`config.mk`:
```
export PLATFORM = sky130hd
export DESIGN_NAME = ps2_kbd_event_rx
export DESIGN_NICKNAME = d
export VERILOG_FILES = /design/src/rtl/ps2_pkg.sv /design/src/rtl/ps2_frame_rx.sv /design/src/rtl/ps2_kbd_event_rx.sv
export SDC_FILE = /design/constraint.sdc
export NUM_CORES = 1
export LEC_CHECK = 0
export CORE_AREA = 3 3 132 134
export CTS_CLUSTER_DIAMETER = 30
export DETAILED_ROUTE_END_ITERATION = 8
export DIE_AREA = 0 0 135 137
export GPL_ROUTABILITY_DRIVEN = 1
export PLACE_DENSITY = 0.64
export SLEW_MARGIN = 25
export SYNTH_ARGS = -nofsm -noshare
export SYNTH_HDL_FRONTEND = slang
export SYNTH_SLANG_ARGS = --single-unit
```
`constraint.sdc`:
```
create_clock -name clk -period 3.1 [get_ports clk]
set_clock_uncertainty 0.05 [all_clocks]
set_input_delay 0.465 -clock clk [delete_from_list [all_inputs] [get_ports clk]]
set_output_delay 0.465 -clock clk [all_outputs]
set_load 0.01 [all_outputs]
```
`src/rtl/ps2_pkg.sv`:
```
// ps2_pkg
// Shared definitions for the PS/2 keyboard front end: prefix byte values,
// the frame receiver state type and the packed key event record held in
// the event FIFO.
package ps2_pkg;

  localparam logic [7:0] PS2_PFX_EXT = 8'hE0;
  localparam logic [7:0] PS2_PFX_BRK = 8'hF0;

  typedef enum logic [1:0] {
    ST_IDLE,
    ST_DATA,
    ST_PARITY,
    ST_STOP
  } ps2_frame_state_t;

  // 'repeat' is a reserved word, so the repeat tag is called is_repeat
  typedef struct packed {
    logic       ext;
    logic       brk;
    logic       is_repeat;
    logic [7:0] code;
  } ps2_event_t;

endpackage

```
`src/rtl/ps2_frame_rx.sv`:
```
// ps2_frame_rx
// Synchronises the raw PS/2 lines, detects falling edges of ps2_clk and
// shifts in 11-bit frames (start, 8 data LSB first, odd parity, stop).
// Ports:
//   clk, rst            system clock, synchronous active-high reset
//   ps2_clk, ps2_data   raw asynchronous PS/2 lines
//   rx_byte, rx_stb     received byte and its 1-cycle strobe
//   err_parity          1-cycle pulse, frame dropped for bad parity
//   err_frame           1-cycle pulse, bad start/stop or mid-frame timeout
module ps2_frame_rx
  import ps2_pkg::*;
#(
  parameter int SYNC_STAGES = 2,
  parameter int TIMEOUT_CYC = 50000
) (
  input  logic       clk,
  input  logic       rst,
  input  logic       ps2_clk,
  input  logic       ps2_data,
  output logic [7:0] rx_byte,
  output logic       rx_stb,
  output logic       err_parity,
  output logic       err_frame
);

  localparam int TO_W = $clog2(TIMEOUT_CYC + 1);

  logic [SYNC_STAGES-1:0] clk_sync;
  logic [SYNC_STAGES-1:0] data_sync;
  logic                   clk_prev;
  logic                   fall;
  logic                   data_bit;

  ps2_frame_state_t state;
  logic [2:0]       bit_cnt;
  logic [7:0]       shift;
  logic             par_bit;
  logic [TO_W-1:0]  to_cnt;

  // Synchronisers reset to the idle-high bus level so reset never fakes a fall
  always_ff @(posedge clk) begin
    if (rst) begin
      clk_sync  <= '1;
      data_sync <= '1;
      clk_prev  <= 1'b1;
    end else begin
      clk_sync  <= {clk_sync[SYNC_STAGES-2:0], ps2_clk};
      data_sync <= {data_sync[SYNC_STAGES-2:0], ps2_data};
      clk_prev  <= clk_sync[SYNC_STAGES-1];
    end
  end

  assign fall     = clk_prev & ~clk_sync[SYNC_STAGES-1];
  assign data_bit = data_sync[SYNC_STAGES-1];

  // Frame FSM; the timeout check comes last so it overrides any state move
  always_ff @(posedge clk) begin
    if (rst) begin
      state      <= ST_IDLE;
      bit_cnt    <= '0;
      shift      <= '0;
      par_bit    <= 1'b0;
      to_cnt     <= '0;
      rx_byte    <= '0;
      rx_stb     <= 1'b0;
      err_parity <= 1'b0;
      err_frame  <= 1'b0;
    end else begin
      rx_stb     <= 1'b0;
      err_parity <= 1'b0;
      err_frame  <= 1'b0;

      if (state == ST_IDLE || fall) to_cnt <= '0;
      else                          to_cnt <= to_cnt + 1'b1;

      case (state)
        ST_IDLE: begin
          if (fall && !data_bit) begin
            state   <= ST_DATA;
            bit_cnt <= '0;
          end
        end
        ST_DATA: begin
          if (fall) begin
            shift   <= {data_bit, shift[7:1]};
            bit_cnt <= bit_cnt + 1'b1;
            if (bit_cnt == 3'd7) state <= ST_PARITY;
          end
        end
        ST_PARITY: begin
          if (fall) begin
            par_bit <= data_bit;
            state   <= ST_STOP;
          end
        end
        ST_STOP: begin
          if (fall) begin
            state <= ST_IDLE;
            if (!data_bit)                    err_frame  <= 1'b1;
            else if (!(^{shift, par_bit}))    err_parity <= 1'b1;
            else begin
              rx_byte <= shift;
              rx_stb  <= 1'b1;
            end
          end
        end
        default: state <= ST_IDLE;
      endcase

      if (state != ST_IDLE && !fall && to_cnt == TO_W'(TIMEOUT_CYC - 1)) begin
        state     <= ST_IDLE;
        err_frame <= 1'b1;
      end
    end
  end

endmodule

```
`src/rtl/ps2_kbd_event_rx.sv`:
```
// ps2_kbd_event_rx
// PS/2 keyboard front end: frame reception, E0/F0 prefix folding, held-key
// and typematic repeat tracking, new-press counter and a valid/ready event FIFO.
// Ports:
//   clk, rst                      system clock, synchronous active-high reset
//   ps2_clk, ps2_data             raw PS/2 lines
//   ev_valid/ev_ready             FIFO head handshake
//   ev_code/ev_ext/ev_brk/ev_repeat  head event fields (0 when empty)
//   fifo_level                    stored entries
//   is_press, held_code           currently held key
//   count                         new presses since reset
//   err_parity, err_frame         1-cycle error pulses
//   overflow                      sticky, event dropped on full FIFO
module ps2_kbd_event_rx
  import ps2_pkg::*;
#(
  parameter int FIFO_DEPTH  = 8,
  parameter int COUNT_W     = 8,
  parameter int SYNC_STAGES = 2,
  parameter int TIMEOUT_CYC = 50000,
  parameter bit REPEAT_EN   = 1'b1
) (
  input  logic                          clk,
  input  logic                          rst,
  input  logic                          ps2_clk,
  input  logic                          ps2_data,
  output logic                          ev_valid,
  input  logic                          ev_ready,
  output logic [7:0]                    ev_code,
  output logic                          ev_ext,
  output logic                          ev_brk,
  output logic                          ev_repeat,
  output logic [$clog2(FIFO_DEPTH):0]   fifo_level,
  output logic                          is_press,
  output logic [7:0]                    held_code,
  output logic [COUNT_W-1:0]            count,
  output logic                          err_parity,
  output logic                          err_frame,
  output logic                          overflow
);

  localparam int AW    = $clog2(FIFO_DEPTH);
  localparam int LVL_W = AW + 1;

  logic [7:0] rx_byte;
  logic       rx_stb;

  ps2_frame_rx #(
    .SYNC_STAGES (SYNC_STAGES),
    .TIMEOUT_CYC (TIMEOUT_CYC)
  ) u_frame (
    .clk        (clk),
    .rst        (rst),
    .ps2_clk    (ps2_clk),
    .ps2_data   (ps2_data),
    .rx_byte    (rx_byte),
    .rx_stb     (rx_stb),
    .err_parity (err_parity),
    .err_frame  (err_frame)
  );

  logic       pfx_ext;
  logic       pfx_brk;
  logic       push_valid;
  ps2_event_t push_ev;

  // Decoder: the byte strobe arrives at E+1, the registered push lands at E+2
  always_ff @(posedge clk) begin
    if (rst) begin
      pfx_ext    <= 1'b0;
      pfx_brk    <= 1'b0;
      push_valid <= 1'b0;
      push_ev    <= '0;
      is_press   <= 1'b0;
      held_code  <= '0;
      count      <= '0;
    end else begin
      push_valid <= 1'b0;
      if (rx_stb) begin
        if (rx_byte == PS2_PFX_EXT) begin
          pfx_ext <= 1'b1;
        end else if (rx_byte == PS2_PFX_BRK) begin
          pfx_brk <= 1'b1;
        end else begin
          pfx_ext <= 1'b0;
          pfx_brk <= 1'b0;
          if (pfx_brk) begin
            if (rx_byte == held_code) begin
              is_press  <= 1'b0;
              held_code <= '0;
            end
            push_valid <= 1'b1;
            push_ev    <= '{ext: pfx_ext, brk: 1'b1, is_repeat: 1'b0, code: rx_byte};
          end else if (is_press && rx_byte == held_code) begin
            push_valid <= REPEAT_EN;
            push_ev    <= '{ext: pfx_ext, brk: 1'b0, is_repeat: 1'b1, code: rx_byte};
          end else begin
            count      <= count + 1'b1;
            is_press   <= 1'b1;
            held_code  <= rx_byte;
            push_valid <= 1'b1;
            push_ev    <= '{ext: pfx_ext, brk: 1'b0, is_repeat: 1'b0, code: rx_byte};
          end
        end
      end
    end
  end

  ps2_event_t    mem [FIFO_DEPTH];
  logic [AW-1:0] wr_ptr;
  logic [AW-1:0] rd_ptr;
  logic          fifo_full;
  logic          do_pop;
  logic          do_push;

  assign fifo_full = (fifo_level == LVL_W'(FIFO_DEPTH));
  assign do_pop    = ev_valid & ev_ready;
  // A full FIFO still accepts a push when the head leaves in the same cycle
  assign do_push   = push_valid & (~fifo_full | do_pop);

  // Circular buffer; power-of-two depth lets the pointers wrap naturally
  always_ff @(posedge clk) begin
    if (rst) begin
      wr_ptr     <= '0;
      rd_ptr     <= '0;
      fifo_level <= '0;
      overflow   <= 1'b0;
    end else begin
      if (do_push) begin
        mem[wr_ptr] <= push_ev;
        wr_ptr      <= wr_ptr + 1'b1;
      end
      if (do_pop) rd_ptr <= rd_ptr + 1'b1;
      if (do_push && !do_pop)      fifo_level <= fifo_level + 1'b1;
      else if (!do_push && do_pop) fifo_level <= fifo_level - 1'b1;
      if (push_valid && !do_push) overflow <= 1'b1;
    end
  end

  assign ev_valid  = (fifo_level != '0);
  assign ev_code   = ev_valid ? mem[rd_ptr].code      : 8'h00;
  assign ev_ext    = ev_valid ? mem[rd_ptr].ext       : 1'b0;
  assign ev_brk    = ev_valid ? mem[rd_ptr].brk       : 1'b0;
  assign ev_repeat = ev_valid ? mem[rd_ptr].is_repeat : 1'b0;

endmodule

```
======== Yosys cells after proc, flatten, opt, wreduce, memory -nomap -nowiden ========
Memories as Yosys holds them, arrays and structs flattened. A register that Yosys moved wholly into a read port is not among the register bits.
Index checks and enable logic that the tools add are counted.
word-level totals
  memory bits (read-only) ................. 0
  output and inout bits ................... 36
  memories kept ........................... 1
  bits in writable memories ............... 88
  latch bits .............................. 0
  flip-flop bits (word level) ............. 88
  bits of input ports ..................... 5
operators by class
  divide/modulo/power cells ............... 0
  shifts and indexed selects .............. 0
  order comparisons ....................... 0
  mux-type cells .......................... 38
  reduce and logical (&&, ||, !) cells .... 32
  bitwise gates (word level) .............. 14
  equal/unequal tests ..................... 17
  $mul .................................... 0
  add/sub/neg operators ................... 7
memory list
  name  depth  width  rd ports  clocked after Yosys merged registers in  wr ports  RTL line                 source
  mem   8      11     1         1                                        1         ps2_kbd_event_rx.sv:109  ps2_event_t mem [FIFO_DEPTH];
operators with widths
  kind                   number
  $mux 8                 4
  $mux 1                 19
  $add 16x1->16 const B  1
  $eq 16x16->1 const B   1
  $eq 8x8->1 const B     2
  $reduce_and 5->1       3
  $mux 3                 4
  $mux 10                1
  $mux 2                 5
  $ne 2x1->1 const B     5
  $not 1->1              10
  $add 3x1->3 const B    3
  $mux 9                 1
  $reduce_xor 9->1       1
  $add 8x1->8 const B    1
  $eq 8x8->1             1
  $mux 4                 2
  $pmux 2 s4             1
  $reduce_and 2->1       4
  $logic_and 1x1->1      7
  $ne 2x2->1 const B     3
  $pmux 3 s2             1
  $reduce_and 3->1       2
  $reduce_bool 2->1      3
  16 further kinds       23

======== Depth between registers and ports, before layout ========
Gate-level depths: netlist of run 1.
  depth after elaboration ................. 8
  depth in mapped cells ................... 11
  depth with buffers taken out ............ 11

======== Hierarchy ========
Synthesis of run 1 repeated with hierarchy kept, for this count alone.
second synthesis, totals
  cells, all modules ...................... 596
  area total of the unflattened synthesis .. 7449.6 µm²
by module, submodules not included
  module            area an instance (µm²)  instances  cells each  sequential area each (µm²)
  ps2_kbd_event_rx  5516.5                  1          389         3543.4
  ps2_frame_rx      1933.1                  1          207         920.9

======== Least setup slack after synthesis of run 1 ========
No wires, ideal clock.
  path type ............................... register to register
  start ................................... register fifo_level[0]
  end ..................................... memory mem[1][0] (netlist bit) (enable)
  slack ................................... 0.349 ns
  stages on the path, launching flop included .. 5
  required time ........................... 2.642 ns
  arrival time ............................ 2.293 ns
  clock period less this slack ............ 2.751 ns
  library setup time ...................... 0.408 ns
  cells stage by stage .................... dfxtp_1 > nor3_1 > a31oi_1 > nand2_1 > nor4_1
between the ends
  cells in the longest elaborated chain, start to end .. 7
  elaborated cells between the ends (all ways) .. 9
RTL lines
  element                                          RTL line                                          source
  start: declaration                               ps2_kbd_event_rx.sv:33                            output logic [$clog2(FIFO_DEPTH):0] fifo_level,
  start signal: assignment                         ps2_kbd_event_rx.sv:134                           if (do_push && !do_pop) fifo_level <= fifo_level + 1'b1;
  start signal: assignment                         ps2_kbd_event_rx.sv:135                           else if (!do_push && do_pop) fifo_level <= fifo_level - 1'b1;
  $reduce_bool 4->1 or $eq 4x4->1 (tied branches)  ps2_kbd_event_rx.sv:140, ps2_kbd_event_rx.sv:116
  $and 1x1->1 or $not 1->1 (tied branches)         ps2_kbd_event_rx.sv:117, ps2_kbd_event_rx.sv:119
  $or 1x1->1 (*)                                   ps2_kbd_event_rx.sv:119                           assign do_push = push_valid & (~fifo_full | do_pop);
  $and 1x1->1 (*)                                  ps2_kbd_event_rx.sv:119
  $mux 1 (*)                                       ps2_kbd_event_rx.sv:129                           if (do_push) begin
  $mux 1 (*)                                       ps2_kbd_event_rx.sv:123                           if (rst) begin
  $mux 1 (not written as such) (*)                 ps2_kbd_event_rx.sv:130                           mem[wr_ptr] <= push_ev;
  end: declaration                                 ps2_kbd_event_rx.sv:109
Mark *: on every way between the ends. The rest lies on a longest branch, timed or not.

==> metrics.txt, run 1 <==
outcome=completed; most numerous cell in the Yosys netlist=dfxtp_1; pwr dens=667 nW/um^2; Final min period=2820 ps; Syn-to-layout area delta=17.7%; cts hold-fix bufs=0; DRC Markers=0; CTS buffer count=17; port buffer count=40; vias per cell=5.35; CTS resizes=0; CP endpoint=ev_ext; Initial Utilization=0.453; nets=686; startpoint types=register; CP Class=register to output port; clock buffer depth=2; RR Startpoint=fifo_level[0]$_SDFFE_PP0P_; Leak=2.89 nW; final hold viol count=0; post-synth top area share=0.356; RSZ-0062 raised after global routing=false; H-tree depth=4; DRT antenna net count=0; EDFF count, synth=88; Compound-Gate Fraction of Synth Area=0.0716; Peak VDD IR=372 uV; I/O pin count=41; Worst Setup End Kind=output port; DP Wirelength=9360 um; Crit path arrival time=2300 ps; Hold Path Class=primary input to register; Seq. cell area=4460 sq um; top post-synthesis cells by area=edfxtp_1, dfxtp_1, mux4_2; switching power=1.59 mW; Max Clock Freq=355 MHz; Mapped Area=7430 sq um; Ys Warns=0; 1st-pass router iterations=4; post-DR wirelength/cell=16.0 um; clock slew seen by the registers of the worst setup and hold paths=70 ps; vias=4817; worst-skew pair later-pin latency=430 ps; post-CTS setup buffer count=0; Site Rows=47; post-synthesis cell count=620; first-pass GRT wire length=23800 um; clock network power share=0.365; r2r setup slk=510 ps; die width=135 um; Global Route Usage Sum=0.165; combinational share of power=0.193; WL final=14400 um; final slew viol count=0; vias in the first global route=4699; sw frac=0.272; TritonCTS clock tree=done; gr ovfl total=0; Async S/R FF share, synth=0; Inserted Diodes=0; multiplexer share of the synthesized area=0.0912; final worst path period share=0.909; Core Box Area=16400 sq um; #FFs+latches synth=179; largest family of logic cells by synthesized area=simple AND/OR/NAND/NOR gates; setup_tns=0 ps; Adder-Cell Fraction of Synth Area=0.0246; Max-slew headroom=0.561; Die Ht=137 um; internal power=4.24 mW; synth unique cells=49; CTS root buf=clkbuf_16; RR Endpoint=fifo_level[3]$_SDFFE_PP0P_; max cap viols=0; DIE AREA=18500 sq um; Post-Synth XOR/XNOR Area=0.0468; layout cells sized above 1=0.138; DP Cell Count=868; Synth area leader=edfxtp_1; Worst Path Max Fanout=22; multi-input logic area=2770 sq um; R2R depth=11; CP max stage delay=530 ps; crit-path cells=buf_12 -> mux4_2 -> mux2i_1 -> nor2_1 -> clkdlybuf4s50_1; synth cell count leaders=dfxtp_1, edfxtp_1, nor2_1; endpoints failing setup=0; fraction of power consumed by sequential logic=0.442; Avg Cell Area, Syn=12.0 sq um; prevailing post-synth register cell=dfxtp_1; fillcell total=1364; worst endpoint required time=2580 ps; largest net degree at the start of global routing=75; Layout Cells excl Fill=900; Post-Synth Simple-Gate Area=0.137; post-synthesis sequential area ratio=0.601; worst-margin pin slew=653 ps; CP max stage cell=mux4_2; first-iteration detailed-routing DRC count=329; clk sinks=179; gpl congestion=0.799; initial antenna violation count=0; syn nets=639
-- metrics by stage --
stage               total power, mW  hold WS [ps]  utilization  setup WS, ps  instance area (sq um)
CTS                            5.91           265        0.533           217                   8740
finish                         5.83           273        0.533           283                   8740
global route                   6.09           271        0.533           144                   8740
detailed placement             3.78           352        0.497           159                   8150
floorplan                      3.31           339            -           349                   7430
global placement               3.75           344        0.497           293                   8150
-- registers in the layout, summed over array words and instances, names as in the netlist, 2 cells and up, named ones only --
signal             flops
count                  8
fifo_level             4
held_code              8
mem                   88
push_ev               11
rd_ptr                 3
u_frame.bit_cnt        3
u_frame.clk_sync       2
u_frame.data_sync      2
u_frame.rx_byte        8
u_frame.shift          8
u_frame.state          2
u_frame.to_cnt        16
wr_ptr                 3
-- logic make-up after synthesis --
logic type | Yosys count
adders and majority gates | 14
buffers and inverters | 52
xor gates and xnor gates | 38
DFF | 179
muxes | 40
and+or+nand+nor | 205
AOI/OAI and AO/OA | 92
-- placed cells by master, fill, tap and decap left out, types with 10 or more instances in the layout --
| cell type | instances |
|---|---|
| nand3_1 | 21 |
| a31oi_1 | 10 |
| o21ai_0 | 22 |
| mux2i_1 | 17 |
| inv_1 | 22 |
| a21oi_1 | 45 |
| mux4_2 | 22 |
| xnor2_1 | 20 |
| clkdlybuf4s50_1 | 39 |
| buf_4 | 16 |
| nand2_1 | 48 |
| nor2_1 | 62 |
| nand4_1 | 15 |
| xor2_1 | 17 |
| ha_1 | 13 |
| edfxtp_1 | 88 |
| clkbuf_16 | 17 |
| dfxtp_1 | 91 |
-- power by group through the flow --
stage | clock network [mW] | registers [mW] | logic [mW]
after global routing | 2.26 | 2.58 | 1.24
after detailed placement | 0 | 2.63 | 1.15
after global placement | 0 | 2.62 | 1.13
after CTS | 2.18 | 2.57 | 1.16
final | 2.13 | 2.57 | 1.13
after floorplan | 0 | 2.62 | 0.692
-- how the worst min path moves through the flow --
stage | startpoint | end | slack (ps) | depth (start not counted)
6_report | rst | count[2]$_SDFFE_PP0P_ | 270 | 2
5_1_grt | rst | count[0]$_SDFFE_PP0P_ | 270 | 2
4_1_cts | rst | count[0]$_SDFFE_PP0P_ | 260 | 2
3_5_place_dp | u_frame.data_sync[0]$_SDFF_PP1_ | u_frame.data_sync[1]$_SDFF_PP1_ | 350 | 1
3_3_place_gp | u_frame.data_sync[0]$_SDFF_PP1_ | u_frame.data_sync[1]$_SDFF_PP1_ | 340 | 1
2_1_floorplan | u_frame.clk_sync[0]$_SDFF_PP1_ | u_frame.clk_sync[1]$_SDFF_PP1_ | 340 | 1
-- metal layers --
layer | vias up | GRT usage | share of wire
met3 | 21 | 0.0379 | 0.041
met2 | 98 | 0.272 | 0.49
met4 | 0 | 0.0605 | 0.017
li1 | 2350 | - | -
met1 | 2348 | 0.214 | 0.45
met5 | - | 0 | 0
-- worst max-delay path, delay by kind of cell, from the launching register on --
family / cells / cell delay, ps
buffers and inverters: 2 / 710
and+or+nand+nor: 1 / 60
DFF: 1 / 370
muxes: 2 / 720
-- area by class of cell --
class	count	area share
well taps	220	0.0315
multi-input cells	389	0.317
clock buffers	18	0.0491
repair buffers	58	0.0635
flip-flops and latches	179	0.511
clock inverters	14	0.0186
inverters	22	0.00944
No activity file was read; power rests on OpenSTA's default activity.
==> run 2, diff against run 1 <==
Settings changed: CTS_CLUSTER_SIZE set to 10, SKIP_CTS_REPAIR_TIMING set to 1, SYNTH_HIERARCHICAL set to 1.
==> metrics.txt, run 2 <==
outcome=completed; synth unique cells=61; vias=4729; pwr dens=660 nW/um^2; TritonCTS clock tree=done; met1 usage=0.210; prevailing post-synth register cell=dfxtp_1; first-pass GRT wire length=23800 um; DIE AREA=18500 sq um; worst-margin pin slew=758 ps; Hold Path Class=register to register; crit-path cells=buf_12 -> mux4_2 -> mux2i_1 -> nor2_1 -> clkdlybuf4s50_1; CP max stage cell=mux4_2; Initial Utilization=0.454; r2r setup slk=550 ps; CTS buffer count=17; setup_tns=0 ps; final slew viol count=0; DRT antenna net count=0; biggest regs=mem (88), u_frame/to_cnt (16), push_ev (11); I/O pin count=41; Post-Synth XOR/XNOR Area=0.0462; Core Box Area=16400 sq um; clock buffer depth=2; Layout Cells excl Fill=882; RR Startpoint=fifo_level[0]$_SDFFE_PP0P_; Hold Startpoint=u_frame/data_sync[0]$_SDFF_PP1_; delay-heaviest family, CP=multiplexers; endpoints failing setup=0; met2 Resource Use GR=0.279; largest net degree at the start of global routing=47; Max-slew headroom=0.494; clk sinks=179; WHS Path Cells=1; startpoint types=register; RSZ-0062 raised after global routing=false; post-synthesis cell count=596; Post-Synth Simple-Gate Area=0.134; Top reg by flops=mem; vias in the first global route=4745; Compound-Gate Fraction of Synth Area=0.0689; first-iteration detailed-routing DRC count=242; post-synth top area share=0.355; post-route core utilization=0.533; clock slew seen by the registers of the worst setup and hold paths=70 ps; Worst Path Max Fanout=22; R2R depth=11; Final min period=2780 ps; largest family of logic cells by synthesized area=simple AND/OR/NAND/NOR gates; layout cells sized above 1=0.147; worst endpoint required time=2580 ps; Worst Setup End Kind=output port; top post-synthesis cells by area=edfxtp_1, dfxtp_1, mux4_2; max cap viols=0; GR peak layer=met2; synth cell count leaders=dfxtp_1, edfxtp_1, nor2_1; Adder-Cell Fraction of Synth Area=0.0262; most numerous cell in the Yosys netlist=dfxtp_1; Global Route Usage Sum=0.164; Syn-to-layout area delta=17.4%; gpl congestion=0.799; Avg Cell Area, Syn=12.5 sq um; flip-flop count of the largest register after layout=88; Max Clock Freq=360 MHz; CP max stage delay=550 ps; final worst setup slack=323 ps; DP Wirelength=9500 um; Synth area leader=edfxtp_1; CP Class=register to output port; Async S/R FF share, synth=0; 1st-pass router iterations=5; die width=135 um; vias per cell=5.36; most common cell after layout, fill and taps aside=dfxtp_1; Hold Worst Slack=361 ps; Leak=2.96 nW; Peak VDD IR=462 uV; dpl ws=256 ps; Mapped Area=7450 sq um; Min-Delay Endpoint=u_frame/data_sync[1]$_SDFF_PP1_; grt met3 use=0.0375; CTS root buf=clkbuf_16; post-route cell area=8740 sq um; post-synthesis sequential area ratio=0.599; Inserted Diodes=0; Ys Warns=6; DRC Markers=0; multiplexer share of the synthesized area=0.106; nets=669; Buf/Inv on CP=2; port buffer count=40; fillcell total=1383; worst-skew pair later-pin latency=430 ps; gr ovfl total=0; commonest cells after routing, fill and taps aside=dfxtp_1, edfxtp_1, nor2_1, clkdlybuf4s50_1; Placed Area=8160 sq um; DP Cell Count=850; post-layout power=5.77 mW; Die Ht=137 um; WL final=14400 um; Crit path arrival time=2260 ps; post-DR wirelength/cell=16.3 um; EDFF count, synth=88; syn nets=616; final hold viol count=0; RR Endpoint=fifo_level[3]$_SDFFE_PP0P_; initial antenna violation count=0; Site Rows=47; final worst path period share=0.896; #FFs+latches synth=179; H-tree depth=4
==> run 2: changes by cell type after synthesis, sizes merged, moves of 11 or more <==
| cell | previous run | this run |
|---|---|---|
| a21oi | 45 | 34 |
| mux2i | 17 | 28 |
| nand2 | 48 | 37 |
| nand3 | 21 | 37 |
| nor2 | 62 | 80 |
| o21ai | 23 | 9 |
==> run 2: layout make-up <==
type | count | area [sq um] | area share
clock buffers | 17 | 425 | 0.0487
clock inverters | 15 | 155 | 0.0177
inverters | 13 | 48.8 | 0.00558
multi-input cells | 382 | 2850 | 0.326
flip-flops and latches | 179 | 4460 | 0.511
well taps | 220 | 275 | 0.0315
repair buffers | 56 | 528 | 0.0604
==> run 2: cells by family (layout without fill, tap and decap cells) <==
family / after synthesis / after routing
AOI/OAI and AO/OA: 74 / 74
xor gates and xnor gates: 36 / 36
adders and majority gates: 15 / 15
buffers and inverters: 35 / 101
DFF: 179 / 179
muxes: 50 / 50
and+or+nand+nor: 207 / 207
==> run 2: how the worst max path moves through the flow <==
stage          cells past startpoint  slack (ps)                       start                    endpoint
2_1_floorplan                      4         420  fifo_level[0]$_SDFFE_PP0P_         mem[0][0]$_DFFE_PP_
3_3_place_gp                      11         300                    ev_ready  fifo_level[3]$_SDFFE_PP0P_
3_5_place_dp                      11         260                    ev_ready  fifo_level[3]$_SDFFE_PP0P_
4_1_cts                            5         260                    register                   ev_repeat
5_1_grt                            5         200                    register                   ev_repeat
6_report                           5         320                    register                  ev_code[7]
==> run 2: where the power goes <==
part / leakage [nW] / switching, mW / internal [mW]
Combinational: 1.12 / 0.538 / 0.576
Clock: 0.291 / 1.00 / 1.08
Sequential: 1.55 / 0.0663 / 2.51
Total: 2.96 / 1.60 / 4.17
==> run 2: routing by layer <==
layer	part of all wire	wire length, um	vias to the layer above
li1	-	-	2299
met1	0.46	6560	2336
met2	0.50	7230	79
met3	0.031	440	15
met4	0.013	187	0
met5	0	0	-
==> run 3, diff against run 2 <==
Settings changed: CORE_AREA 3 3 132 134 to 4 4 133 135, DIE_AREA 0 0 135 137 to 0 0 137 139.
Clock period 3.1 ns to 2.57 ns, I/O delays scaled along.
==> metrics.txt, run 3 (synthesis results as in run 2) <==
outcome=completed; post-route core utilization=0.544; startpoint types=register; max cap viols=0; Final min period=2440 ps; RSZ-0062 raised after global routing=false; worst-margin pin slew=654 ps; final slew viol count=0; flip-flop count of the largest register after layout=88; clock buffer depth=2; switching power=1.77 mW; die width=137 um; Hold Startpoint=u_frame/data_sync[0]$_SDFF_PP1_; endpoints failing setup=0; first-iteration detailed-routing DRC count=240; DRC Markers=0; Hold Path Class=register to register; WL final=14700 um; Inserted Diodes=0; gr ovfl total=0; I/O pin count=41; layout cells sized above 1=0.157; Site Rows=47; r2r setup slk=200 ps; Leak=3.21 nW; Placed Area=8240 sq um; setup_tns=0 ps; DP Cell Count=859; Core Box Area=16500 sq um; post-DR wirelength/cell=16.4 um; Peak VDD IR=501 uV; DIE AREA=19000 sq um; worst-skew pair later-pin latency=420 ps; clk sinks=179; worst endpoint required time=2130 ps; Global Route Usage Sum=0.160; biggest regs=mem (88), u_frame/to_cnt (16), push_ev (11); post-layout power=7.30 mW; R2R depth=11; Worst Setup End Kind=output port; H-tree depth=4; final worst setup slack=128 ps; RR Endpoint=fifo_level[3]$_SDFFE_PP0P_; final hold viol count=0; vias in the first global route=4676; clock slew seen by the registers of the worst setup and hold paths=70 ps; commonest cells after routing, fill and taps aside=dfxtp_1, edfxtp_1, nor2_1, nand2_1, nand3_1; Top reg by flops=mem; met2 wire length=7250 um; combinational share of power=0.200; final worst path period share=0.950; CTS buffer count=17; Die Ht=139 um; Max-slew headroom=0.562; pwr dens=814 nW/um^2; TritonCTS clock tree=done; most common cell after layout, fill and taps aside=dfxtp_1; Initial Utilization=0.452; Worst Path Max Fanout=5; first-pass GRT wire length=23900 um; Max Clock Freq=409 MHz; largest net degree at the start of global routing=39; vias per cell=5.34; vias=4781; CTS root buf=clkbuf_16; Min-Delay Endpoint=u_frame/data_sync[1]$_SDFF_PP1_; Layout Cells excl Fill=895; post-route cell area=8960 sq um; fraction of power consumed by sequential logic=0.426; CP Class=register to output port; Syn-to-layout area delta=20.3%; RR Startpoint=fifo_level[1]$_SDFFE_PP0P_; Hold Worst Slack=372 ps; internal power=5.52 mW; fillcell total=1385; Routed met3 length=554 um; uppermost layer routed=met4; sw frac=0.243; met1 wire length=6640 um; DP Wirelength=9870 um; Crit path arrival time=2010 ps; 1st-pass router iterations=5; gpl congestion=0.789; WHS Path Cells=1; initial antenna violation count=0; clock network power share=0.374; dpl ws=-67.0 ps; port buffer count=40; nets=682; DRT antenna net count=0
-- run 3: layout make-up --
type	count	area [sq um]	area share
clock buffers	21	440	0.0492
clock inverters	11	184	0.0205
inverters	13	48.8	0.00545
multi-input cells	382	2850	0.318
flip-flops and latches	179	4470	0.499
well taps	220	275	0.0307
repair buffers	69	692	0.0772
-- run 3: power groups by stage --
stage / registers (mW) / clock network (mW) / logic [mW]
after detailed placement: 3.15 / 0 / 1.42
after floorplan: 3.17 / 0 / 0.823
after global routing: 3.12 / 2.91 / 1.59
after CTS: 3.09 / 2.79 / 1.43
after global placement: 3.15 / 0 / 1.40
final: 3.11 / 2.73 / 1.46
-- run 3: worst max-delay path, cell delays in order (launching register included) --
cell	delay, ps
dfxtp_4	400
buf_4	130
clkbuf_16	140
mux4_2	490
mux2i_1	180
nor2_1	60
dlymetal6s2s_1	170
-- run 3: how the worst max path moves through the flow --
stage,from,end
2_1_floorplan,fifo_level[0]$_SDFFE_PP0P_,fifo_level[3]$_SDFFE_PP0P_
3_3_place_gp,ev_ready,fifo_level[3]$_SDFFE_PP0P_
3_5_place_dp,ev_ready,fifo_level[3]$_SDFFE_PP0P_
4_1_cts,register,ev_code[5]
5_1_grt,fifo_level[1]$_SDFFE_PP0P_,fifo_level[3]$_SDFFE_PP0P_
6_report,register,ev_code[5]
-- run 3: layer usage --
layer | GRT usage | vias up
li1 | - | 2330
met1 | 0.214 | 2357
met2 | 0.258 | 76
met3 | 0.0348 | 18
met4 | 0.0557 | 0
met5 | 0 | -
